$ cat config.mk
export PLATFORM = sky130hd
export DESIGN_NAME = iq_issue
export DESIGN_NICKNAME = d
export VERILOG_FILES = /design/src/rtl/iq_issue_pkg.sv /design/src/rtl/iq_scoreboard.sv /design/src/rtl/iq_issue.sv
export SDC_FILE = /design/constraint.sdc
export NUM_CORES = 1
export LEC_CHECK = 0
export BUFFER_PORTS_ARGS = -buffer_cell sky130_fd_sc_hd__buf_4
export CAP_MARGIN = 20
export CORE_MARGIN = 1.5
export CORE_UTILIZATION = 43
export DETAILED_ROUTE_END_ITERATION = 8
export GPL_ROUTABILITY_DRIVEN = 0
export PLACE_DENSITY = 0.71
export SYNTH_ARGS = -nofsm -noshare
export SYNTH_HDL_FRONTEND = slang
export SYNTH_SLANG_ARGS = --single-unit
$ cat constraint.sdc
create_clock -name clk -period 18.7 [get_ports clk]
set_input_delay 3.74 -clock clk [delete_from_list [all_inputs] [get_ports clk]]
set_output_delay 3.74 -clock clk [all_outputs]
set_load 0.03 [all_outputs]
$ cat src/rtl/iq_issue_pkg.sv
// iq_issue_pkg: shared widths for the issue-queue read end
package iq_issue_pkg;
    localparam int WIDTH_UOP = 16;
    localparam int REG_W     = 5;
    localparam int NREG_DEF  = 32;
endpackage

$ cat src/rtl/iq_scoreboard.sv
// iq_scoreboard: busy bits for registers awaiting a long-latency writeback
//   set_en_i/set_idx*_i : mark destination busy at issue (two issue slots)
//   clr_en_i/clr_idx_i  : writeback clears the destination
//   chk*_i              : rd/rj/rk of each head entry; hazard*_o if any is busy
//   idle_o              : no register busy
module iq_scoreboard
    import iq_issue_pkg::*;
#(
    parameter int NREG = NREG_DEF
) (
    input  logic             clk,
    input  logic             rst,
    input  logic [1:0]       set_en_i,
    input  logic [REG_W-1:0] set_idx0_i,
    input  logic [REG_W-1:0] set_idx1_i,
    input  logic             clr_en_i,
    input  logic [REG_W-1:0] clr_idx_i,
    input  logic [REG_W-1:0] chk0_rd_i,
    input  logic [REG_W-1:0] chk0_rj_i,
    input  logic [REG_W-1:0] chk0_rk_i,
    input  logic [REG_W-1:0] chk1_rd_i,
    input  logic [REG_W-1:0] chk1_rj_i,
    input  logic [REG_W-1:0] chk1_rk_i,
    output logic             hazard0_o,
    output logic             hazard1_o,
    output logic             idle_o
);
    logic [NREG-1:0] busy_q, busy_d;

    // Clear before set so a same-cycle set of the same index wins.
    always_comb begin
        busy_d = busy_q;
        if (clr_en_i) busy_d[clr_idx_i] = 1'b0;
        if (set_en_i[0]) busy_d[set_idx0_i] = 1'b1;
        if (set_en_i[1]) busy_d[set_idx1_i] = 1'b1;
        busy_d[0] = 1'b0;
    end

    always_ff @(posedge clk or posedge rst)
        if (rst) busy_q <= '0;
        else     busy_q <= busy_d;

    // busy_q[0] is always 0, so r0 operands never raise a hazard.
    assign hazard0_o = busy_q[chk0_rd_i] | busy_q[chk0_rj_i] | busy_q[chk0_rk_i];
    assign hazard1_o = busy_q[chk1_rd_i] | busy_q[chk1_rj_i] | busy_q[chk1_rk_i];
    assign idle_o    = ~|busy_q;
endmodule

$ cat src/rtl/iq_issue.sv
// iq_issue: selects 0..2 oldest IQ entries for dual issue into the EX latch
//   iq_*0/1   : IQ head and head+1 entries; iq_pop reports entries consumed
//   ex_*0/1   : registered EX-stage pair, handed over when ex_ready
//   wb_*      : long-latency writeback clearing the scoreboard
//   flush     : drops the EX latch contents and blocks issue this cycle
//   perf_issued : wrapping count of issued instructions
module iq_issue
    import iq_issue_pkg::*;
#(
    parameter int UOP_W = WIDTH_UOP,
    parameter int NREG  = NREG_DEF,
    parameter int CNT_W = 32
) (
    input  logic             clk,
    input  logic             rst,
    input  logic             flush,
    input  logic             iq_valid0,
    input  logic             iq_valid1,
    input  logic [UOP_W-1:0] iq_uop0,
    input  logic [UOP_W-1:0] iq_uop1,
    input  logic [31:0]      iq_imm0,
    input  logic [31:0]      iq_imm1,
    input  logic [REG_W-1:0] iq_rd0,
    input  logic [REG_W-1:0] iq_rd1,
    input  logic [REG_W-1:0] iq_rj0,
    input  logic [REG_W-1:0] iq_rj1,
    input  logic [REG_W-1:0] iq_rk0,
    input  logic [REG_W-1:0] iq_rk1,
    input  logic             iq_alu0,
    input  logic             iq_alu1,
    input  logic             iq_serial0,
    input  logic             iq_serial1,
    output logic [1:0]       iq_pop,
    input  logic             ex_ready,
    output logic             ex_valid0,
    output logic             ex_valid1,
    output logic [UOP_W-1:0] ex_uop0,
    output logic [UOP_W-1:0] ex_uop1,
    output logic [31:0]      ex_imm0,
    output logic [31:0]      ex_imm1,
    output logic [REG_W-1:0] ex_rd0,
    output logic [REG_W-1:0] ex_rd1,
    output logic [REG_W-1:0] ex_rj0,
    output logic [REG_W-1:0] ex_rj1,
    output logic [REG_W-1:0] ex_rk0,
    output logic [REG_W-1:0] ex_rk1,
    output logic             ex_alu0,
    output logic             ex_alu1,
    output logic             ex_serial0,
    output logic             ex_serial1,
    input  logic             wb_valid,
    input  logic [REG_W-1:0] wb_rd,
    output logic [CNT_W-1:0] perf_issued
);
    localparam int SW = UOP_W + 32 + 3 * REG_W + 2;

    logic [SW-1:0]    in0, in1, ex0_q, ex0_d, ex1_q, ex1_d;
    logic             exv0_q, exv0_d, exv1_q, exv1_d;
    logic [CNT_W-1:0] perf_q, perf_d;
    logic             h0, h1, sb_idle, adv, serial_ok, raw, s0, s1;

    assign in0 = {iq_uop0, iq_imm0, iq_rd0, iq_rj0, iq_rk0, iq_alu0, iq_serial0};
    assign in1 = {iq_uop1, iq_imm1, iq_rd1, iq_rj1, iq_rk1, iq_alu1, iq_serial1};
    assign {ex_uop0, ex_imm0, ex_rd0, ex_rj0, ex_rk0, ex_alu0, ex_serial0} = ex0_q;
    assign {ex_uop1, ex_imm1, ex_rd1, ex_rj1, ex_rk1, ex_alu1, ex_serial1} = ex1_q;
    assign ex_valid0   = exv0_q;
    assign ex_valid1   = exv1_q;
    assign perf_issued = perf_q;

    iq_scoreboard #(.NREG(NREG)) u_sb (
        .clk        (clk),
        .rst        (rst),
        .set_en_i   ({s1 & ~iq_alu1, s0 & ~iq_alu0}),
        .set_idx0_i (iq_rd0),
        .set_idx1_i (iq_rd1),
        .clr_en_i   (wb_valid),
        .clr_idx_i  (wb_rd),
        .chk0_rd_i  (iq_rd0),
        .chk0_rj_i  (iq_rj0),
        .chk0_rk_i  (iq_rk0),
        .chk1_rd_i  (iq_rd1),
        .chk1_rj_i  (iq_rj1),
        .chk1_rk_i  (iq_rk1),
        .hazard0_o  (h0),
        .hazard1_o  (h1),
        .idle_o     (sb_idle)
    );

    // Serializing ops wait until nothing is in flight ahead of them.
    // Slot1 may not read or rewrite slot0's destination, and at most one
    // long-latency op issues per cycle.
    always_comb begin
        adv       = ~exv0_q | ex_ready;
        serial_ok = ~iq_serial0 | (sb_idle & ~exv0_q);
        s0        = ~rst & adv & iq_valid0 & ~h0 & ~flush & serial_ok;
        raw       = (iq_rd0 != '0) & (iq_rj1 == iq_rd0 | iq_rk1 == iq_rd0 | iq_rd1 == iq_rd0);
        s1        = s0 & iq_valid1 & ~h1 & ~iq_serial0 & ~iq_serial1 & ~raw & (iq_alu0 | iq_alu1);
        iq_pop    = {s1, s0 & ~s1};
        exv0_d    = flush ? 1'b0 : adv ? s0 : exv0_q;
        exv1_d    = flush ? 1'b0 : adv ? s1 : exv1_q;
        ex0_d     = s0 ? in0 : ex0_q;
        ex1_d     = s1 ? in1 : ex1_q;
        perf_d    = perf_q + CNT_W'(iq_pop);
    end

    always_ff @(posedge clk or posedge rst)
        if (rst) begin
            exv0_q <= 1'b0;
            exv1_q <= 1'b0;
            ex0_q  <= '0;
            ex1_q  <= '0;
            perf_q <= '0;
        end else begin
            exv0_q <= exv0_d;
            exv1_q <= exv1_d;
            ex0_q  <= ex0_d;
            ex1_q  <= ex1_d;
            perf_q <= perf_d;
        end
endmodule

* Yosys cells after proc, flatten, opt, wreduce, memory -nomap -nowiden *
Cells that the tools add are included.

operators by class
  add/subtract/negate cells = 1
  order comparisons = 10
  eq/ne operators = 3
  muxes and demuxes = 25
  bitwise gates (word level) = 40
  reductions and logical operators = 7

operators with widths
  cell                                                                                 number
  32-bit 2-to-1 mux                                                                    3
  32-bit OR                                                                            2
  5-bit by 6-bit less-than comparator with 1-bit output, second input constant         7
  32-bit by 2-bit adder with 32-bit output                                             1
  32-bit AND                                                                           1
  32-bit NOT                                                                           1
  31-bit OR reduction                                                                  1
  1-bit binary-select mux with 5-bit select                                            6
  1-bit AND                                                                            16
  1-bit demux with 5-bit select                                                        3
  5-bit == test                                                                        3
  5-bit by 1-bit greater-or-equal comparator with 1-bit output, second input constant  3
  1-bit 2-to-1 mux                                                                     13
  1-bit NOT                                                                            11
  1-bit OR                                                                             9
  5-bit nonzero test                                                                   1
  1-bit logical AND                                                                    3
  2-bit nonzero test                                                                   1
  1-bit logical NOT                                                                    1

word-level totals
  flip-flop bits (word level) = 195
  input port bits = 142
  output and inout bits = 166
  word-level logic and storage cells = 92

* Logic depth before layout (Yosys ltp) *
Gate-level depths: netlist of run 1.

  depth after elaboration = 17
  gate-level depth with buffers = 19
  depth with buffers taken out = 15

* By module *
A second synthesis of run 1 with hierarchy kept.

second synthesis, totals
  cells, all modules = 900
  area, all modules = 10,127.2 sq um

by module, submodules not included
  module         instances  cells an instance  area an instance (sq um)
  iq_issue       1          604                6,899.1
  iq_scoreboard  1          296                3,228.1

* Least setup slack after synthesis of run 1 *
OpenSTA, ideal clock, no wires.

  path kind = input port to output port
  start point = input iq_rd0[1]
  end point = output iq_pop[0]
  arrival time = 6.584 ns
  slack = 8.376 ns
  stages on the path = 10
  path through = clkbuf_1 -> clkbuf_1 -> mux2i_1 -> a211oi_1 -> a2111oi_0 -> o311ai_1 -> nor4_4 -> buf_2 -> clkbuf_1 -> nor2b_1

on the way
  word-level cells in the longest chain between the ends = 16
  elaborated cells on any way between the ends = 24
  those cells by class = 3 x eq/ne; 2 x mux; 18 x bitwise; 1 x reduce/logical

RTL lines
  what                                       line                 RTL
  start: declaration                         iq_issue.sv:23       input logic [REG_W-1:0] iq_rd0,
  1-bit binary-select mux with 5-bit select  iq_scoreboard.sv:44  assign hazard0_o = busy_q[chk0_rd_i] | busy_q[chk0_rj_i] | busy_q[chk0_rk_i];
  1-bit 2-to-1 mux (implied by the code)     iq_scoreboard.sv:44
  1-bit OR (2 in a row)                      iq_scoreboard.sv:44
  1-bit NOT                                  iq_issue.sv:95       s0 = ~rst & adv & iq_valid0 & ~h0 & ~flush & serial_ok;
  1-bit AND (3 in a row)                     iq_issue.sv:95
  1-bit AND (6 in a row)                     iq_issue.sv:97       s1 = s0 & iq_valid1 & ~h1 & ~iq_serial0 & ~iq_serial1 & ~raw & (iq_alu0 | iq_alu1);
  1-bit NOT                                  iq_issue.sv:98       iq_pop = {s1, s0 & ~s1};
  1-bit AND (*)                              iq_issue.sv:98
  end: declaration                           iq_issue.sv:33       output logic [1:0] iq_pop,

Mark *: on every way between the ends. The rest lies on a longest branch, timed or not. The select of a mux whose other input is x is not followed.

* Worst setup path after layout of run 1 *
Ends and elaborated chain as after synthesis.

==> impl_metrics.toml, run 1 <==
[timing]
fin_ws_ns = 8.20
period_share_pct = 56.1
worst_pin_slew_ns = 1.12
fin_crit_ns = 10.50
max_slew_margin_pct = 25.4
rsz0062_at_grt = "false"
fin_setup_tns_ns = 0
clock.fmax_mhz = 95.2
skew_ns = 0.0201
hold_ws_ns = 0.491
finalMaxSlewViolations = 0
finalSetupViolations = 0
hold_violations = 0

[die]
die_area_um2 = 24200
coreArea_um2 = 22700
ios = 308
die_h_um = 156
die_w_um = 156
initial_core_util_pct = 44.1
rows = 55

[cells_and_area]
regArea_um2 = 4880
post-route-cell-area_um2 = 13200
layout-area-overhead-vs-synth_pct = 31.6
fillCellCount = 1933
fin_nets = 1234
drive_gt1_share_pct = 47.5
multi_input_comb_area_um2 = 4870
antennaDiodeCount = 0

[yosys]
synth_ff_type = "dfrtp_1"
synth_edf_count = 0
postSynthCellCount = 809
syn_area_um2 = 10000
yosysWarnings = 0
ys_ff_latch = 195
ys_top_cells_by_area = "dfrtp_1 49%, mux2_2 15%, mux4_2 7.0%, mux2i_1 3.0%, o31ai_1 2.1%"
syn_nets = 954
synth_area_leader_cell = "dfrtp_1"
async_reset_ff_share_pct = 100
synth_cell_types = 53
ys_seq_area_share_pct = 48.8
synth_top_area_share_pct = 48.8
syn_area_per_cell_um2 = 12.4

[worst_setup_path]
worstPathRequired_ns = 14.96
path_max_fanout = 23
crit_type = "in2out"
cp-start-kind = "input port"
worstPathArrival_ns = 6.76
crit_path_end_kind = "primary output"

[global_routing]
grt_max_degree = 117
grt_pass1_wl_um = 49600
antenna_found_initial = 0
grt_pass1_vias = 8547
grt_use_total_pct = 27.0
grt_overflow = 0

[power]
leakage_uw = 0.00628
power.density_nw_per_um2 = 107
p_seq_share_pct = 39.8
p_clk_share_pct = 26.9
power.share.switching_pct = 36.7
internal_power_uw = 896
power.switching_uw = 519
ir_drop_uv = 81.5
p_total_uw = 1410
power_frac_comb_pct = 33.2

[placement]
placed_cell_area_um2 = 12500
pre_cts_ws_ns = 8.43
place_hpwl_um = 22200
port_buffers = 307

[routing]
first_pass_iters = 5
drtAntennaViolNets = 0
via_count = 8380
drt_iter0_drc = 708
wl_per_cell_um = 23.4
via_per_inst = 6.04
drcViolationCount = 0
routed_wl_um = 32400

[run_status]
status = "finished clean"

[clock_tree]
clk_pin_slew_worst_paths_ns = 0.08
cts_resized = 0
root_buffer = "clkbuf_16"
cts_tree = "yes"
clock_latency_ns = 0.44
cts_setup_buffers = 0
numCtsBuffers = 17
cts.path.max_buffers = 2
cts-htree-levels = 4
postCtsHoldBufs = 0
cts_sinks = 195

[run]
max-cap-violations = 0

[worst_hold_path]
holdCritPathClass = "reg2reg"
## cell usage after synthesis (all sizes together), types with 8 or more instances
library cell,n
nand4,10
o21ai,13
o31ai,28
nand2,27
nor3,11
nor4,13
buf,24
clkbuf,30
nand3,19
a21oi,9
dfrtp,195
a31oi,28
nand3b,12
mux2i,30
mux4,31
mux2,135
nor2b,10
inv,11
nor2,25
o21a,21
a21boi,8
xor2,24
xnor2,19
## kinds of logic after synthesis
kind of cell	Yosys count	share of synthesized area, %
DFF	195	48.8
AOI/OAI and AO/OA	135	9.39
and+or+nand+nor	172	9.84
muxes	196	25.2
adders and majority gates	3	0.450
buffers and inverters	65	2.63
xor gates and xnor gates	43	3.76
## critical path, cell delays in order
cell       delay (ns)
buf_4            0.29
mux2_2           0.37
a22o_1           0.23
a2111oi_0        0.88
o311ai_1         0.36
nor4_4           0.35
nor2b_1          0.31
buf_4            0.22
## state kept, by name (all words and copies together), names as in the netlist
signal	flops
ex_valid0	1
ex_valid1	1
ex0_q	65
ex1_q	65
perf_issued	32
u_sb.busy_q	31
## per-stage QoR
step | util [%] | std cells
global placement | 55.0 | 1351
floorplan | - | 809
detailed placement | 55.0 | 1351
global route | 58.0 | 1387
finish | 58.0 | 1387
CTS | 57.7 | 1383
## cell usage in the layout (no fill, tap or decap), drive strengths merged, types with 11 or more instances in the layout
master | Yosys | routed
inv | 11 | 19
xnor2 | 19 | 19
nand3 | 19 | 19
buf | 24 | 314
nor3 | 11 | 11
clkbuf | 30 | 19
nand2 | 27 | 27
mux2i | 30 | 30
o31ai | 28 | 28
nor2 | 25 | 25
o21ai | 13 | 13
mux4 | 31 | 31
nor4 | 13 | 13
o21a | 21 | 21
mux2 | 135 | 135
a31oi | 28 | 28
nand3b | 12 | 12
xor2 | 24 | 24
dfrtp | 195 | 195
## metal layers
layer | track usage (%) | wire length [µm]
met2 | 43.8 | 15400
met3 | 8.25 | 3710
met4 | 11.7 | 1420
met5 | 0 | 0
met1 | 33.5 | 11900
## layout make-up
type / count / share of cell area [%]
inverter: 11 / 0.371
clock buffer: 18 / 3.26
multi-input combinational: 549 / 37.0
tap: 285 / 2.71
timing repair buffer: 315 / 18.2
sequential: 195 / 37.1
clock inverter: 14 / 1.38
## final timing paths
path                       slack, ns              end  cells after the start             from
max                             8.20        iq_pop[0]                      8        iq_rd0[1]
max reg2reg                    13.01  perf_issued[24]                     15   u_sb.busy_q[7]
max in group asynchronous      13.97        ex1_q[60]                      4              rst
min in group asynchronous       3.47        ex0_q[12]                      2              rst
min reg2reg                     0.49  perf_issued[31]                      1  perf_issued[31]
min                             0.49  perf_issued[31]                      1  perf_issued[31]
## power by group through the flow
stage                     clock network (µW)  logic [µW]  registers [µW]
final                                    381         470             563
after global routing                     404         496             574
after CTS                                389         472             562
after detailed placement                   0         472             568
after global placement                     0         466             564
after floorplan                            0         125             712
Note: power is estimated with default switching activity, not from simulation.
==> run 2, diff against run 1 <==
- clock period: 18.7 -> 10.2 ns (I/O delays scaled with it)
==> impl_metrics.toml, run 2 (synthesis gave the netlist of run 1 again) <==
[global_routing]
grt_max_degree = 118
antenna_found_initial = 0
grt_pass1_wl_um = 48500
grt_overflow = 0
grt_use_total_pct = 26.2
grt_pass1_vias = 8447

[clock_tree]
root_buffer = "clkbuf_16"
cts_resized = 0
cts_setup_buffers = 0
cts-htree-levels = 4
clock_latency_ns = 0.44
cts_sinks = 195
cts.path.max_buffers = 2
postCtsHoldBufs = 0
clk_pin_slew_worst_paths_ns = 0.08
cts_tree = "yes"
numCtsBuffers = 17

[worst_hold_path]
min_to = "perf_issued[31]"
holdCritPathClass = "reg2reg"
worstHoldStart = "perf_issued[31]"
hold_depth = 1

[run]
max-cap-violations = 0

[worst_setup_path]
rr_endpoint = "perf_issued[30]"
cp-start-kind = "input port"
crit_type = "in2out"
worstPathRequired_ns = 8.16
crit_path_end_kind = "primary output"
r2r_cells = 15
worstPathArrival_ns = 4.73
timing.rr.start = "u_sb.busy_q[5]"
regToRegSetupSlack_ns = 5.17
path_max_fanout = 24

[routing]
drtAntennaViolNets = 0
routed_wl_um = 31700
via_count = 8346
first_pass_iters = 6
drcViolationCount = 0
via_per_inst = 6.02
drt_iter0_drc = 785
wl_per_cell_um = 22.9

[cells_and_area]
antennaDiodeCount = 0
fin_nets = 1233
final_cell_mix = "313 x buf_4, 195 x dfrtp_1, 135 x mux2_2, 31 x mux4_2, 30 x mux2i_1"
mostFrequentLayoutCell = "buf_4"
post-route-cell-area_um2 = 13100
fin_util_pct = 57.8
layout-area-overhead-vs-synth_pct = 31.2
post_layout_nonfiller_instances = 1386
drive_gt1_share_pct = 47.4

[timing]
hold_ws_ns = 0.480
hold_violations = 0
fin_setup_tns_ns = 0
max_slew_margin_pct = 15.9
finalMaxSlewViolations = 0
worst_pin_slew_ns = 1.25
rsz0062_at_grt = "false"
skew_ns = 0.0154
finalSetupViolations = 0
fin_crit_ns = 6.77
period_share_pct = 66.3
clock.fmax_mhz = 148

[die]
die_h_um = 156
rows = 55
initial_core_util_pct = 44.1
die_area_um2 = 24200
ios = 308
die_w_um = 156
coreArea_um2 = 22700

[power]
power.switching_uw = 933
power_frac_comb_pct = 33.4
leakage_uw = 0.00626
power.density_nw_per_um2 = 196
power.share.switching_pct = 36.3
p_seq_share_pct = 40.0
internal_power_uw = 1640
p_clk_share_pct = 26.6
ir_drop_uv = 142

[run_status]
status = "finished clean"

[placement]
place_hpwl_um = 22200
placed_cell_area_um2 = 12500
port_buffers = 307
dp.cells = 1353
[run 2: area by class of cell]
class | instances | area (µm²)
Fill cell | 1903 | 9580
Inverter | 11 | 48.8
Timing Repair Buffer | 314 | 2380
Clock inverter | 13 | 159
Clock buffer | 19 | 433
Tap cell | 285 | 357
Sequential cell | 195 | 4880
Multi-Input combinational cell | 549 | 4870
[run 2: metal layers]
metal  global-route usage [%]  routed length [µm]  up-vias  share of wire, %
met5                        0                   0        -                 0
met4                     12.6                1470        0               4.6
met3                     7.64                3430      138                11
met2                     41.9               15000      549                47
met1                     32.7               11800     4067                37
li1                         -                   -     3592                 -
[run 2: worst max path at each step]
stage | from | end | slack, ns | cells after the start
CTS | iq_rd0[1] | iq_pop[1] | 3.50 | 9
global route | iq_rd0[1] | iq_pop[1] | 3.15 | 9
floorplan | rst | ex0_q[0] | 2.85 | 1
global placement | iq_rd0[1] | perf_issued[26] | 3.61 | 16
finish | iq_rd0[1] | iq_pop[1] | 3.43 | 9
detailed placement | iq_rd0[1] | perf_issued[28] | 3.44 | 16
[run 2: stage by stage]
| step | power, µW | worst slack (ns) |
|---|---|---|
| floorplan | 1540 | 2.85 |
| global placement | 1890 | 3.61 |
| detailed placement | 1900 | 3.44 |
| CTS | 2590 | 3.50 |
| global route | 2680 | 3.15 |
| finish | 2570 | 3.43 |
[run 2: power groups by stage]
stage | clock (µW) | combinational (µW) | sequential, µW
finish | 684 | 860 | 1030
global placement | 0 | 855 | 1030
CTS | 699 | 865 | 1030
global route | 732 | 903 | 1050
floorplan | 0 | 229 | 1310
detailed placement | 0 | 864 | 1040
[run 2: worst max-delay path, stage by stage]
cell	delay, ns
buf_4	0.29
mux2_2	0.37
a22o_1	0.23
a2111oi_0	0.55
o311ai_1	0.30
nor4_4	0.32
nand2_4	0.28
inv_1	0.15
buf_4	0.17
